### config.mk
export PLATFORM = sky130hd
export DESIGN_NAME = vector_mul_seq
export DESIGN_NICKNAME = d
export VERILOG_FILES = /design/src/rtl/vmul_pkg.sv /design/src/rtl/vector_mul_seq_multiplier.sv /design/src/rtl/vector_mul_seq.sv
export SDC_FILE = /design/constraint.sdc
export NUM_CORES = 1
export LEC_CHECK = 0
export CAP_MARGIN = 20
export CORE_MARGIN = 2
export CORE_UTILIZATION = 30
export CTS_CLUSTER_DIAMETER = 30
export DETAILED_ROUTE_END_ITERATION = 8
export GPL_TIMING_DRIVEN = 0
export PLACE_DENSITY = 0.56
export REMOVE_ABC_BUFFERS = 1
export SYNTH_ARGS = -nofsm -noshare
export SYNTH_HDL_FRONTEND = slang
export SYNTH_SLANG_ARGS = --single-unit
### constraint.sdc
create_clock -name clk -period 8.09 [get_ports clk]
set_input_delay 2.427 -clock clk [delete_from_list [all_inputs] [get_ports clk]]
set_output_delay 2.427 -clock clk [all_outputs]
set_load 0.1 [all_outputs]
### src/rtl/vmul_pkg.sv
// Shared types and constants for the sequential vector multiplier.
package vmul_pkg;

    typedef enum logic [1:0] {
        IDLE = 2'd0,
        RUN  = 2'd1,
        DONE = 2'd2
    } vmul_state_t;

    localparam int VMUL_EW       = 8;
    localparam int VMUL_VLEN_MAX = 16;

endpackage

### src/rtl/vector_mul_seq_multiplier.sv
// Combinational 8x8 signed radix-4 Booth multiplier returning the upper byte
// of the 16-bit product (floor(a*b/256)).
module multiplier (
    input  logic [7:0] a_i,
    input  logic [7:0] b_i,
    output logic [7:0] p_o
);

    logic [15:0] a_ext;
    logic [8:0]  b_ext;
    logic [15:0] pp [4];

    assign a_ext = {{8{a_i[7]}}, a_i};
    assign b_ext = {b_i, 1'b0};

    // Each overlapping bit triplet of B selects 0, +-A or +-2A for its digit.
    for (genvar gi = 0; gi < 4; gi++) begin : g_pp
        logic [15:0] sel;
        always_comb begin
            case (b_ext[2*gi +: 3])
                3'b001, 3'b010: sel = a_ext;
                3'b011:         sel = a_ext << 1;
                3'b100:         sel = -(a_ext << 1);
                3'b101, 3'b110: sel = -a_ext;
                default:        sel = '0;
            endcase
        end
        assign pp[gi] = sel << (2*gi);
    end

    assign p_o = 8'((pp[0] + pp[1] + pp[2] + pp[3]) >> 8);

endmodule

### src/rtl/vector_mul_seq.sv
// Sequential vector multiply: one element per cycle through a shared multiplier.
// Optional dot-product accumulator enabled by defining VMUL_DOT_EN.
module vector_mul_seq
    import vmul_pkg::*;
#(
    parameter int VLEN = 8,
    parameter int CW   = $clog2(VLEN + 1)
) (
    input  logic                    clk,
    input  logic                    rst,
    input  logic                    in_valid,
    output logic                    in_ready,
    input  logic [VLEN*VMUL_EW-1:0] vec_a,
    input  logic [VLEN*VMUL_EW-1:0] vec_b,
    input  logic [CW-1:0]           vlen_act,
    output logic                    out_valid,
    input  logic                    out_ready,
    output logic [VLEN*VMUL_EW-1:0] vec_out,
    output logic                    busy
`ifdef VMUL_DOT_EN
    ,
    output logic [15:0]             dot_out
`endif
);

    vmul_state_t             state_q, state_d;
    logic [VLEN*VMUL_EW-1:0] a_q, a_d;
    logic [VLEN*VMUL_EW-1:0] b_q, b_d;
    logic [VLEN*VMUL_EW-1:0] res_q, res_d;
    logic [CW-1:0]           cnt_q, cnt_d;
    logic [CW-1:0]           idx_q, idx_d;
    logic [CW-1:0]           cnt_clamp;
    logic [VMUL_EW-1:0]      mul_a, mul_b, mul_p;
`ifdef VMUL_DOT_EN
    logic [15:0]             acc_q, acc_d;
`endif

    assign cnt_clamp = (vlen_act > CW'(VLEN)) ? CW'(VLEN) : vlen_act;

    // Single shared multiplier fed by the element selected with idx.
    assign mul_a = a_q[idx_q*VMUL_EW +: VMUL_EW];
    assign mul_b = b_q[idx_q*VMUL_EW +: VMUL_EW];

    multiplier u_mul (
        .a_i (mul_a),
        .b_i (mul_b),
        .p_o (mul_p)
    );

    always_comb begin
        state_d = state_q;
        a_d     = a_q;
        b_d     = b_q;
        res_d   = res_q;
        cnt_d   = cnt_q;
        idx_d   = idx_q;
`ifdef VMUL_DOT_EN
        acc_d   = acc_q;
`endif
        case (state_q)
            IDLE: begin
                if (in_valid) begin
                    a_d   = vec_a;
                    b_d   = vec_b;
                    cnt_d = cnt_clamp;
                    idx_d = '0;
                    res_d = '0;
`ifdef VMUL_DOT_EN
                    acc_d = '0;
`endif
                    state_d = (cnt_clamp == '0) ? DONE : RUN;
                end
            end
            RUN: begin
                res_d[idx_q*VMUL_EW +: VMUL_EW] = mul_p;
                idx_d = idx_q + CW'(1);
`ifdef VMUL_DOT_EN
                acc_d = acc_q + {{8{mul_p[7]}}, mul_p};
`endif
                if (idx_q == cnt_q - CW'(1)) begin
                    state_d = DONE;
                end
            end
            DONE: begin
                if (out_ready) begin
                    state_d = IDLE;
                end
            end
            default: state_d = IDLE;
        endcase
    end

    always_ff @(posedge clk) begin
        if (rst) begin
            state_q <= IDLE;
            a_q     <= '0;
            b_q     <= '0;
            res_q   <= '0;
            cnt_q   <= '0;
            idx_q   <= '0;
`ifdef VMUL_DOT_EN
            acc_q   <= '0;
`endif
        end else begin
            state_q <= state_d;
            a_q     <= a_d;
            b_q     <= b_d;
            res_q   <= res_d;
            cnt_q   <= cnt_d;
            idx_q   <= idx_d;
`ifdef VMUL_DOT_EN
            acc_q   <= acc_d;
`endif
        end
    end

    assign in_ready  = (state_q == IDLE);
    assign out_valid = (state_q == DONE);
    assign busy      = (state_q != IDLE);
    assign vec_out   = res_q;
`ifdef VMUL_DOT_EN
    assign dot_out   = acc_q;
`endif

endmodule

==> results of run 1 <==
==> cell families (layout without fill, tap and decap cells) <==
kind of cell,count (synthesis),after routing
simple gates,571,571
compound gates,360,360
flops,202,202
buf+inv,140,345
mux,43,43
fa+ha+maj,42,42
xor+xnor,29,29
==> metrics by stage <==
| step | instance area, um^2 | TNS (ns) |
|---|---|---|
| after floorplan | 10800 | -6.05 |
| after global placement | 13400 | -479.23 |
| after detailed placement | 13600 | 0 |
| after CTS | 15300 | 0 |
| after global routing | 15300 | 0 |
| final | 15300 | 0 |
==> synth_stat cells (all sizes together), types with 3 or more instances <==
cell type / n / area, um^2
nand2b: 4 / 25.0
nand3: 57 / 285
nor3b: 3 / 22.5
and2: 3 / 18.8
fa: 20 / 400
a21o: 6 / 45.0
a221oi: 5 / 50.0
a22oi: 31 / 251
buf: 21 / 174
clkbuf: 75 / 282
o21a: 3 / 22.5
a211o: 3 / 26.3
and3: 5 / 31.3
mux4: 33 / 758
or2: 3 / 18.8
o21ai: 32 / 171
a31oi: 8 / 50.1
nor2: 105 / 397
a32oi: 14 / 123
o22ai: 11 / 68.8
o31ai: 5 / 37.5
xor2: 7 / 61.3
dfxtp: 202 / 4040
mux2: 3 / 37.5
inv: 43 / 161
nand4: 4 / 31.3
nor2b: 7 / 43.8
nor4: 5 / 37.5
nand2: 334 / 1270
nor3: 23 / 125
nand3b: 6 / 45.0
or4: 4 / 30.0
o311ai: 12 / 123
a21oi: 202 / 1020
mux2i: 7 / 82.6
a211oi: 10 / 95.1
or3: 6 / 37.5
xnor2: 19 / 166
ha: 22 / 275
==> final cells by class <==
class	count	area [um^2]	share of cell area [%]
tap	468	586	3.83
timing repair buffer	211	2210	14.5
inverter	44	165	1.08
clock inverter	16	235	1.54
sequential	202	4050	26.5
multi-input combinational	1045	6580	43.0
clock buffer	74	1470	9.59
==> per-layer routing <==
metal	share of wire, %	vias to the layer above
li1	-	5214
met1	45	5110
met2	47	293
met3	5.3	53
met4	2.0	0
met5	0	-
==> registers in the layout (all words and copies together) (netlist names) <==
name	flops
b_q	64
vec_out	64
a_q	64
state_q	2
idx_q	4
cnt_q	4
==> timing repair <==
action | in CTS | in global routing
resized for setup | 0 | 1
endpoints found under the setup margin | 0 | 9
endpoints found under the hold margin | 0 | 0
buffers inserted | 0 | 0
==> worst max-delay path by stage <==
stage / slack, ns / end / cells after the start
floorplan: -0.16 / vec_out[11] / 6
global placement: -4.07 / vec_out[45] / 6
detailed placement: 0.46 / vec_out[36] / 21
CTS: 0.41 / vec_out[52] / 21
global route: 0.11 / vec_out[28] / 21
finish: 0.61 / vec_out[52] / 21
==> power breakdown <==
group / internal (mW) / switching (mW)
logic: 0.359 / 0.666
registers: 1.06 / 0.0341
clock network: 1.42 / 0.571
==> worst max-delay path: stages (launching register included) <==
cell and delay (ns):
dfxtp_2 0.89, mux4_1 0.69, nor2_1 0.10, or3_1 0.44, ha_1 0.36, inv_1 0.14, xnor2_1 0.47, o21ai_0 0.15
a32oi_1 0.19, o21ai_0 0.20, fa_1 0.58, inv_1 0.06, fa_1 0.53, inv_1 0.04, ha_1 0.29, nand3_1 0.07
or3_1 0.35, nor4_2 0.56, o31ai_1 0.18, xnor2_1 0.80, a22oi_1 0.17, nor2_1 0.12
==> out/qor.csv, run 1 <==
metric,value,unit
status,"finished, final reports clean",
antenna_found_initial,0,
root_buffer,clkbuf_16,
cp_data_arrival_time,7.95,ns
peakVddDrop,138,uV
skew,0.0148,ns
cts_buffer_depth,3,
ctsHoldBuffers,0,
grt-busiest-layer,met2,
dp_cells,1970,
hp-class,reg2reg,
clk_latency,0.55,ns
synthCells,1387,
setup_ws,0.608,ns
crit-reg2reg-launch,idx_q[1],
postLayoutCoreUtil,41.6,%
cp.required,8.56,ns
end_kind,flip-flop,
drt_iter0_drc,704,
ys_seq_area_share,36.1,%
clkTransAtPathRegs,0.04,ns
layout_common_cells,"329 x nand2_1, 201 x clkdlybuf4s50_1, 200 x a21oi_1, 199 x dfxtp_1, 103 x nor2_1",
viasPerCell,5.18,
core_area,36700,um^2
dpl_worst_slack,0.457,ns
cts_sinks,202,
grt_use_met2,29.6,%
synth_fa_ha_area_share,6.03,%
syn2layout_area_growth,36.3,%
fillers,3606,
startpoint,idx_q[1],
antennaDiodeCount,0,
drt_wl_total,35000,um
hpwl,24500,um
drive_above_1_share,9.86,%
hold_depth,2,
cts_tree,done,
use_met3,3.64,%
die_w,197,um
period_needed,7.48,ns
finalMaxSlewViolations,0,
rsz0062_at_grt,no,
path_class,reg2reg,
port_buffers,202,
ff2ff_path_depth,21,
crit_fanout,34,
hold_end,a_q[40],
fmax,134,MHz
wl_per_cell,17.0,um
syn_area_per_cell,8.08,um^2
synth_warnings,0,
grt_pass1_vias,10500,
ioPinCount,203,
die_area,38900,um^2
cts_buffers,51,
post-route-period-util,92.5,%
drtPass1Iterations,5,
synth_compound_area_share,20.1,%
slew_headroom,29.7,%
setup_violations,0,
synthSimpleGateAreaFrac,21.7,%
track_usage,18.0,%
overflow,0,
ys.flop_type,dfxtp_1,
chipHeight,197,um
async_reset_ff_share,0,%
hold_violations,0,
final_cells,2060,
met1_usage,23.8,%
ys_ff_latch,202,
fin_hold_ws,0.447,ns
grt_pass1_wl,56200,um
syn_area,11200,um^2
final_common_cell,nand2_1,
cap_violations,0,
power.leakage,5.68,nW
grt_max_degree,152,
dr_total_vias,10700,
gp_congestion,0.888,
ys_types,81,
synth_edf_count,0,
drc,0,
synth_top_family_by_area,simple AND/OR/NAND/NOR gates,
nets,1733,
power_density,269,nW/um^2
total_power,4.11,mW
htreeDepth,2,
drt.antenna.violating_nets,0,
synth_xor_xnor_area_share,2.67,%
synth_mux_area_share,7.83,%
worstMarginPinSlew,1.05,ns
r2r_slack,0.61,ns
hp-start,a_q[40],
critPathLaunchType,flip-flop,
r2r-end,vec_out[52],
rows,70,
start_util,30.6,%
No activity file was read; power rests on OpenSTA's default activity.
==> run 2, diff against run 1 <==
clock period = 8.55 ns   (was 8.09 ns; I/O delays follow)
==> run 2 against run 1 <==
Setup slack improved by 0.24 ns. Fmax down 2.8%. Flip-flop and latch count is the same. Sequential power shrank 6%. Clock skew hardly changed. Count of clock-buffer cells in the layout unchanged. Total power decreased by 5.4%. Clock power shrank 6%. Critical path depth did not move. Non-clock buffer count is the same. Via count about the same. Highest routed layer unchanged.
==> out/qor.csv, run 2 (synthesis results as in run 1) <==
metric,value,unit
syn2layout_area_growth,36.3,%
final_common_cell,nand2_1,
drt.antenna.violating_nets,0,
skew,0.0151,ns
postCtsSetupRepairBufs,0,
design_area,15300,um^2
cap_violations,0,
post-route-period-util,90.0,%
core_area,36700,um^2
max_stage_delay,1.02,ns
drive_above_1_share,9.80,%
crit_fanout,23,
worstPathCellList,"buf_12, mux4_2, a22oi_1, nand4_1, and4b_2, inv_2, ha_1, o21ai_0, a211oi_1, a21oi_1, fa_1, inv_1, fa_1, inv_1, ha_1, nand2_1, o21ai_0, o31ai_1, xnor2_1, a22oi_1, nor2_1",
grt_pass1_wl,56200,um
ctsHoldBuffers,0,
r2r_slack,0.85,ns
viasPerCell,5.18,
grt_pass1_vias,10500,
rsz0062_at_grt,no,
cts_sinks,202,
period_needed,7.70,ns
hp-class,reg2reg,
nets,1733,
power.leakage,5.68,nW
die_area,38900,um^2
gp_congestion,0.888,
end_kind,flip-flop,
hpwl,24500,um
clk_latency,0.55,ns
setup-tns-final,0,ns
hold_violations,0,
drc,0,
htreeDepth,2,
clkTransAtPathRegs,0.04,ns
slew_headroom,13.2,%
cp_slowest_cell,a22oi_1,
cp_num_buf_inv,4,
antenna_found_initial,0,
root_buffer,clkbuf_16,
track_usage,18.0,%
cts_resized,0,
dr_total_vias,10700,
chipHeight,197,um
grt_max_degree,152,
path_class,reg2reg,
cp_top_family,compound AO/OA/AOI/OAI gates,
finalMaxSlewViolations,0,
overflow,0,
power_density,254,nW/um^2
status,"finished, final reports clean",
port_buffers,202,
antennaDiodeCount,0,
placed_area,13600,um^2
cts_buffer_depth,3,
fmax,130,MHz
cts_buffers,51,
drtPass1Iterations,6,
start_util,30.6,%
cp.required,9.02,ns
layout_common_cells,"329 x nand2_1, 201 x clkdlybuf4s50_1, 200 x a21oi_1, 199 x dfxtp_1, 103 x nor2_1",
critPathLaunchType,flip-flop,
fin_hold_ws,0.447,ns
setup_violations,0,
wl_per_cell,17.0,um
rows,70,
cp_data_arrival_time,8.17,ns
die_w,197,um
drt_wl_total,35000,um
peakVddDrop,130,uV
worstMarginPinSlew,1.30,ns
ioPinCount,203,
drt_iter0_drc,723,
cts_tree,done,
postLayoutCoreUtil,41.6,%
total_power,3.89,mW
run 2: per-stage QoR:
step / setup WS, ns / cells
after detailed placement: 0.917 / 1970
after floorplan: 0.297 / 1291
final: 0.851 / 2060
after CTS: 0.871 / 2060
after global routing: 0.387 / 2060
after global placement: -3.75 / 1961
run 2: path summary, 6_finish.rpt:
check / startpoint / endpoint / cells after the start
min: a_q[40] / a_q[40] / 2
max reg2reg: idx_q[0] / vec_out[52] / 21
max: idx_q[0] / vec_out[52] / 21
min reg2reg: a_q[40] / a_q[40] / 2
run 2: area by class of cell:
type                       instances  area, um^2
fill                            3609       21400
multi-input combinational       1045        6570
sequential                       202        4050
timing repair buffer             211        2210
clock buffer                      74        1470
tap                              468         586
clock inverter                    16         235
inverter                          44         165
run 2: report_power, final:
group          switching (mW)  internal (mW)  total [mW]
Clock                   0.540           1.34        1.88
Combinational           0.630          0.339       0.969
Sequential             0.0322           1.00        1.03
run 2: tightest hold or removal path, stage by stage, from the launching register on:
cell and delay [ns]:
dfxtp_1 0.30, nand2_1 0.05, a21oi_1 0.05
run 2: per-layer routing:
metal / share of wire [%] / vias to the layer above / GRT usage [%]
li1: - / 5216 / -
met2: 47 / 320 / 29.6
met1: 45 / 5077 / 23.8
met3: 5.7 / 55 / 3.64
met5: 0 / - / 0
met4: 2.1 / 0 / 5.68
==> edit 1: new RTL, settings of run 2 <==
Change the parameter `VLEN` from 8 to 16.
--- a/src/rtl/vector_mul_seq.sv
+++ b/src/rtl/vector_mul_seq.sv
@@ -3,7 +3,7 @@
 module vector_mul_seq
     import vmul_pkg::*;
 #(
-    parameter int VLEN = 8,
+    parameter int VLEN = 16,
     parameter int CW   = $clog2(VLEN + 1)
 ) (
     input  logic                    clk,
Ports: changed (resized vec_a, vec_b, vec_out and vlen_act); port bits go from 203 to 396. No check against the original RTL was run, so the function may have changed too.
==> edit 1 against run 2 <==
  * Clock skew up 16 ps
  * Routed wire length up 78%
  * Sequential power up 97%
  * Via count up 65%
  * Sequential cell count up 194
  * Utilization up 1.5 points
  * Area after synthesis up 69%
  * Cell count up 73%
  * Setup slack worse by 220 ps
  * Power up 86%
  * Clock power up 98%
  * Synthesized cell count up 66%
  * Final area up 77%
  * Die area up 67%
==> edit 1: results (changes against run 2) <==
Power
  • Leak Pwr: 9.91 nW (+74%)
  • Switching power: 2.13 mW (+77%)
  • Max rail drop VDD: 158 uV (+21%)

Worst setup path
  • Worst setup path endpoint: vec_out[107]
  • Worst-path fanout max: 39 (+70%)
  • Crit path arrival time: 8470 ps (+300 ps)
  • Crit start category: flop
  • Reg2Reg Setup Slack: 630 ps (-220 ps)
  • Critical R2R Launch: idx_q[0]
  • Reg2Reg Depth: 22 (+4.8%)
  • Crit-path max cell delay: 850 ps (-170 ps)
  • Worst path slowest cell: o311ai_2

Global route
  • First-pass GRT wire length: 95500 um (+70%)
  • Largest net degree at the start of global routing: 160 (+5.3%)
  • GRT met1 Usage: 23.7% (-0.17 points)
  • GRT Total Usage: 18.8% (+0.71 points)
  • Initial antenna violation count: 2 (+2)
  • Vias in the first global route: 17300 (+65%)
  • GRT met3 Usage: 3.68% (+0.045 points)
  • Met2 GRT Util: 32.2% (+2.5 points)

Logic synthesis
  • Synthesized instance count: 2302 (+66%)
  • Syn. warnings: 0 (unchanged)
  • Async SR Flop Fraction: 0% (unchanged)
  • Dominant cells by area after synthesis: dfxtp_1 42%, nand2_1 12%, a21oi_1 9.5%, mux4_2 8.0%, nand3_1 3.9%
  • Yosys cell types: 73 (-9.9%)
  • Seq/Total Area, Yosys: 41.9% (+5.8 points)
  • Post-synth top cells: 625 x nand2_1, 396 x dfxtp_1, 361 x a21oi_1

Min path
  • Hold crit path type: flop to flop
  • Hold path endpoint: a_q[25]
  • Min-delay src: a_q[25]
  • Hold Path Stages: 2 (unchanged)

Timing
  • Slew @ Worst Pin: 1180 ps (-118 ps)
  • Worst hold slack: 448 ps (+1.87 ps)
  • Final Skew: 31.4 ps (+16.4 ps)

Clock tree
  • H-tree depth: 3 (+1)
  • Post-CTS setup buffers: 1 (+1)
  • Hold-fix buffers, CTS: 0 (unchanged)
  • CTS Buffer Depth: 3 (unchanged)
  • # resized after CTS: 0 (unchanged)
  • Root Buffer: clkbuf_16
  • Clk Latency, worst-skew pair: 630 ps (+80 ps)
  • CTS Buf Count: 93 (+82%)

Routing
  • Pre-antenna DRT Iters: 7 (+1)
  • Per-cell routed wire length: 17.6 um (+3.4%)
  • Via count: 17600 (+65%)
  • DR iter-0 viols: 968 (+34%)
  • Drt total wl: 62400 um (+78%)

Layout
  • Fill cells: 6102 (+69%)
  • Proportion of layout cells with a drive suffix above 1: 11.1% (+1.3 points)
  • Final #Nets: 2939 (+70%)
  • Diodes inserted: 0 (unchanged)

Placed design
  • Placed Cells: 3383 (+72%)
  • DPL Wire Length: 43700 um (+78%)
  • I/O Buffers: 395 (+96%)
  • GP Congestion: 0.831 (-6.4%)

Status
  • Status: completed
-- edit 1: cell types whose count changed after synthesis, moves of 17 or more --
cell      delta
a22oi_1     -27
clkbuf_1    +70
o21ai_0     +39
dfxtp_1    +194
nand2_1    +295
mux4_2      +38
o41ai_1     +17
nand3_1     +91
nor2_1      -27
inv_1       +19
a21oi_1    +161
-- edit 1: layout make-up --
type | instances | share of cell area (%)
Timing Repair Buffer | 415 | 16.2
Inverter | 63 | 0.888
Sequential cell | 396 | 29.4
Clock inverter | 45 | 2.46
Clock buffer | 125 | 10.0
Multi-Input combinational cell | 1666 | 37.2
Tap cell | 846 | 3.91
-- edit 1: metal layers --
metal,vias up,share of wire [%],wire [um]
li1,8674,-,-
met1,8257,43,27000
met2,545,49,30400
met3,84,6.1,3800
met4,4,1.9,1210
met5,-,0.032,20
-- edit 1: critical path, delay by kind of cell, from the launching register on --
kind	cells	cell delay (ps)
mux	2	770
fa+ha+maj	4	1860
compound gates	9	3300
simple gates	2	450
buf+inv	5	730
flops	1	660
-- edit 1: cell families after synthesis --
kind of cell    after synthesis  synth area share, %
simple gates                937                 20.8
compound gates              572                 17.9
flops                       396                 41.9
buf+inv                     240                 5.39
mux                          88                 9.12
fa+ha+maj                    39                 3.37
xor+xnor                     30                 1.47
-- edit 1: per-stage QoR --
step                      area (sq um)  worst slack [ps]  total power [mW]
final                            27000               631              7.24
after global routing             27000               139              7.57
after CTS                        27000               142              7.32
after detailed placement         23600              -288              3.56
after global placement           23200            -16460              3.55
after floorplan                  18100             -2500              2.95
-- edit 1: power groups by stage --
stage                     Clock [mW]  Combinational, mW  Sequential, mW
after floorplan                    0              0.866            2.09
after global placement             0               1.47            2.08
after detailed placement           0               1.49            2.06
after CTS                       3.79               1.50            2.03
after global routing            3.90               1.63            2.04
final                           3.72               1.49            2.03
==> edit 2: new RTL, flow settings as in run 2 <==
Made on the original files. Remove the case item `3'b101, 3'b110` of the case on `b_ext[2*gi +: 3]`.
--- a/src/rtl/vector_mul_seq_multiplier.sv
+++ b/src/rtl/vector_mul_seq_multiplier.sv
@@ -21,7 +21,6 @@
                 3'b001, 3'b010: sel = a_ext;
                 3'b011:         sel = a_ext << 1;
                 3'b100:         sel = -(a_ext << 1);
-                3'b101, 3'b110: sel = -a_ext;
                 default:        sel = '0;
             endcase
         end
Behaviour: not the same (a bounded check fails within 4 cycles, from zero or initial values and one cycle with rst high).
==> edit 2 against run 2 <==
  * Maximum frequency rose by 3.7%
  * First-iteration DRC count decreased by 32%
  * Sequential share of layout area grew 1.3 points
  * Critical endpoint is now vec_out[62]
  * Setup slack better by 280 ps
  * Routed wire length down 11%
  * Power fell by 4.8%
  * Final area fell by 4.7%
  * Area after synthesis is 6.6% lower
  * Sequential cell count did not move
  * Non-clock buffer count unchanged
==> edit 2: results (changes against run 2) <==
Routing
  • Metal-1 WL: 14600 um (-8.1%)
  • Length of routed met2 wiring: 14400 um (-12%)
  • Met3 wire length: 1630 um (-18%)
  • Vias per cell: 4.94 (-4.6%)
  • Pre-antenna DRT Iters: 5 (-1)
  • DR iter-0 viols: 493 (-32%)
  • Drt total wl: 31300 um (-11%)
  • DR top layer: met4

Global route
  • Largest net degree at the start of global routing: 108 (-29%)
  • First-pass GRT wire length: 49000 um (-13%)
  • GRT met1 Usage: 22.5% (-1.3 points)
  • GRT Total Usage: 16.9% (-1.2 points)
  • Initial antenna violation count: 0 (unchanged)
  • Met2 GRT Util: 27.5% (-2.2 points)
  • Vias in the first global route: 9303 (-11%)
  • GRT met3 Usage: 3.07% (-0.56 points)

Logic synthesis
  • Seq/Total Area, Yosys: 38.6% (+2.6 points)
  • Syn. warnings: 0 (unchanged)
  • Area share of fa/ha/maj cells after synthesis: 6.45% (+0.43 points)
  • Yosys cell types: 68 (-16%)
  • Post-synth top cells: 303 x nand2_1, 202 x dfxtp_1, 172 x a21oi_1
  • Ys flop type: dfxtp_1
  • Async SR Flop Fraction: 0% (unchanged)
  • Mux contribution to synthesized area: 8.02% (+0.19 points)
  • Dominant cells by area after synthesis: dfxtp_1 39%, nand2_1 11%, a21oi_1 8.2%, mux4_2 4.7%, a22oi_1 3.9%
  • Synth Area in XOR/XNOR: 2.86% (+0.19 points)
  • Average cell area after synthesis: 8.19 sq um (+1.3%)
  • Synth Area in Compound Gates: 18.6% (-1.6 points)

Layout
  • Final #Nets: 1636 (-5.6%)
  • Fill cells: 3490 (-3.3%)
  • Fin cells: 1947 (-5.5%)
  • Proportion of layout cells with a drive suffix above 1: 8.71% (-1.1 points)
  • Diodes inserted: 0 (unchanged)

Clock tree
  • H-tree depth: 2 (unchanged)
  • Root Buffer: clkbuf_16
  • Post-CTS setup buffers: 0 (unchanged)
  • Clk Latency, worst-skew pair: 530 ps (-20 ps)
  • # resized after CTS: 0 (unchanged)
  • CTS Buf Count: 46 (-9.8%)
  • CTS Buffer Depth: 3 (unchanged)
  • Clock-pin transition on the worst setup and hold timing paths: 50 ps

Status
  • Status: completed

Power
  • Max rail drop VDD: 137 uV (+4.7%)
  • Leak Pwr: 5.46 nW (-3.9%)

Min path
  • Hold crit path type: flop to flop

Worst setup path
  • Crit-path max cell delay: 790 ps (-230 ps)
  • Worst path slowest cell: xnor2_1
  • CP top delay family: adder cells
  • Worst-path fanout max: 22 (-4.3%)
  • Crit path arrival time: 7880 ps (-290 ps)
  • Worst Path Buf+Inv: 4 (unchanged)

Placed design
  • I/O Buffers: 202 (unchanged)
  • DPL Wire Length: 22300 um (-9.1%)
  • GP Congestion: 0.882 (-0.64%)

Timing
  • Final Skew: 14.8 ps (-0.291 ps)
  • Slew @ Worst Pin: 1010 ps (-291 ps)
==> edit 2: path summary, 6_finish.rpt <==
kind / startpoint / to / slack [ps] / cells after the start
setup reg to reg: idx_q[0] / vec_out[62] / 1130 / 22
hold reg to reg: a_q[21] / a_q[21] / 450 / 2
hold / removal: a_q[21] / a_q[21] / 450 / 2
setup / recovery: idx_q[0] / vec_out[62] / 1130 / 22
==> edit 2: cell type report <==
| cell class | instances | area (sq um) | share of cell area [%] |
|---|---|---|---|
| Multi-Input combinational cell | 942 | 5890 | 40.4 |
| Sequential cell | 202 | 4050 | 27.8 |
| Timing Repair Buffer | 211 | 2210 | 15.2 |
| Clock buffer | 65 | 1390 | 9.52 |
| Tap cell | 455 | 569 | 3.91 |
| Clock inverter | 17 | 251 | 1.73 |
| Inverter | 55 | 206 | 1.42 |
==> edit 2: worst register-to-register path, cell delays in order, from the launching register on <==
cell       delay, ps
dfxtp_2          730
buf_12           280
mux4_2           270
nand2b_1          50
a21oi_1          610
inv_1            260
ha_1             310
xnor2_1          430
o22ai_1          180
fa_1             600
inv_1             80
fa_1             530
inv_1             40
ha_1             300
nand4_1          100
nor4b_1          340
o2111ai_1        150
or4_1            610
o21ai_0          240
a21oi_1          110
xnor2_1          790
a22oi_1          210
nor2_1           130
==> edit 2: per-stage QoR <==
stage               setup TNS (ps)  hold WS [ps]  instance area (sq um)  setup WS (ps)
floorplan                        0           425                  10100           1580
global placement           -170350           440                  12700          -2040
detailed placement               0           446                  12900           1080
CTS                              0           449                  14600           1060
global route                     0           462                  14600            779
finish                           0           448                  14600           1130
==> edit 2: power by group <==
group	switching (mW)	internal (mW)	total (mW)
Sequential	0.0369	1.00	1.04
Combinational	0.542	0.298	0.840
Clock	0.523	1.29	1.82
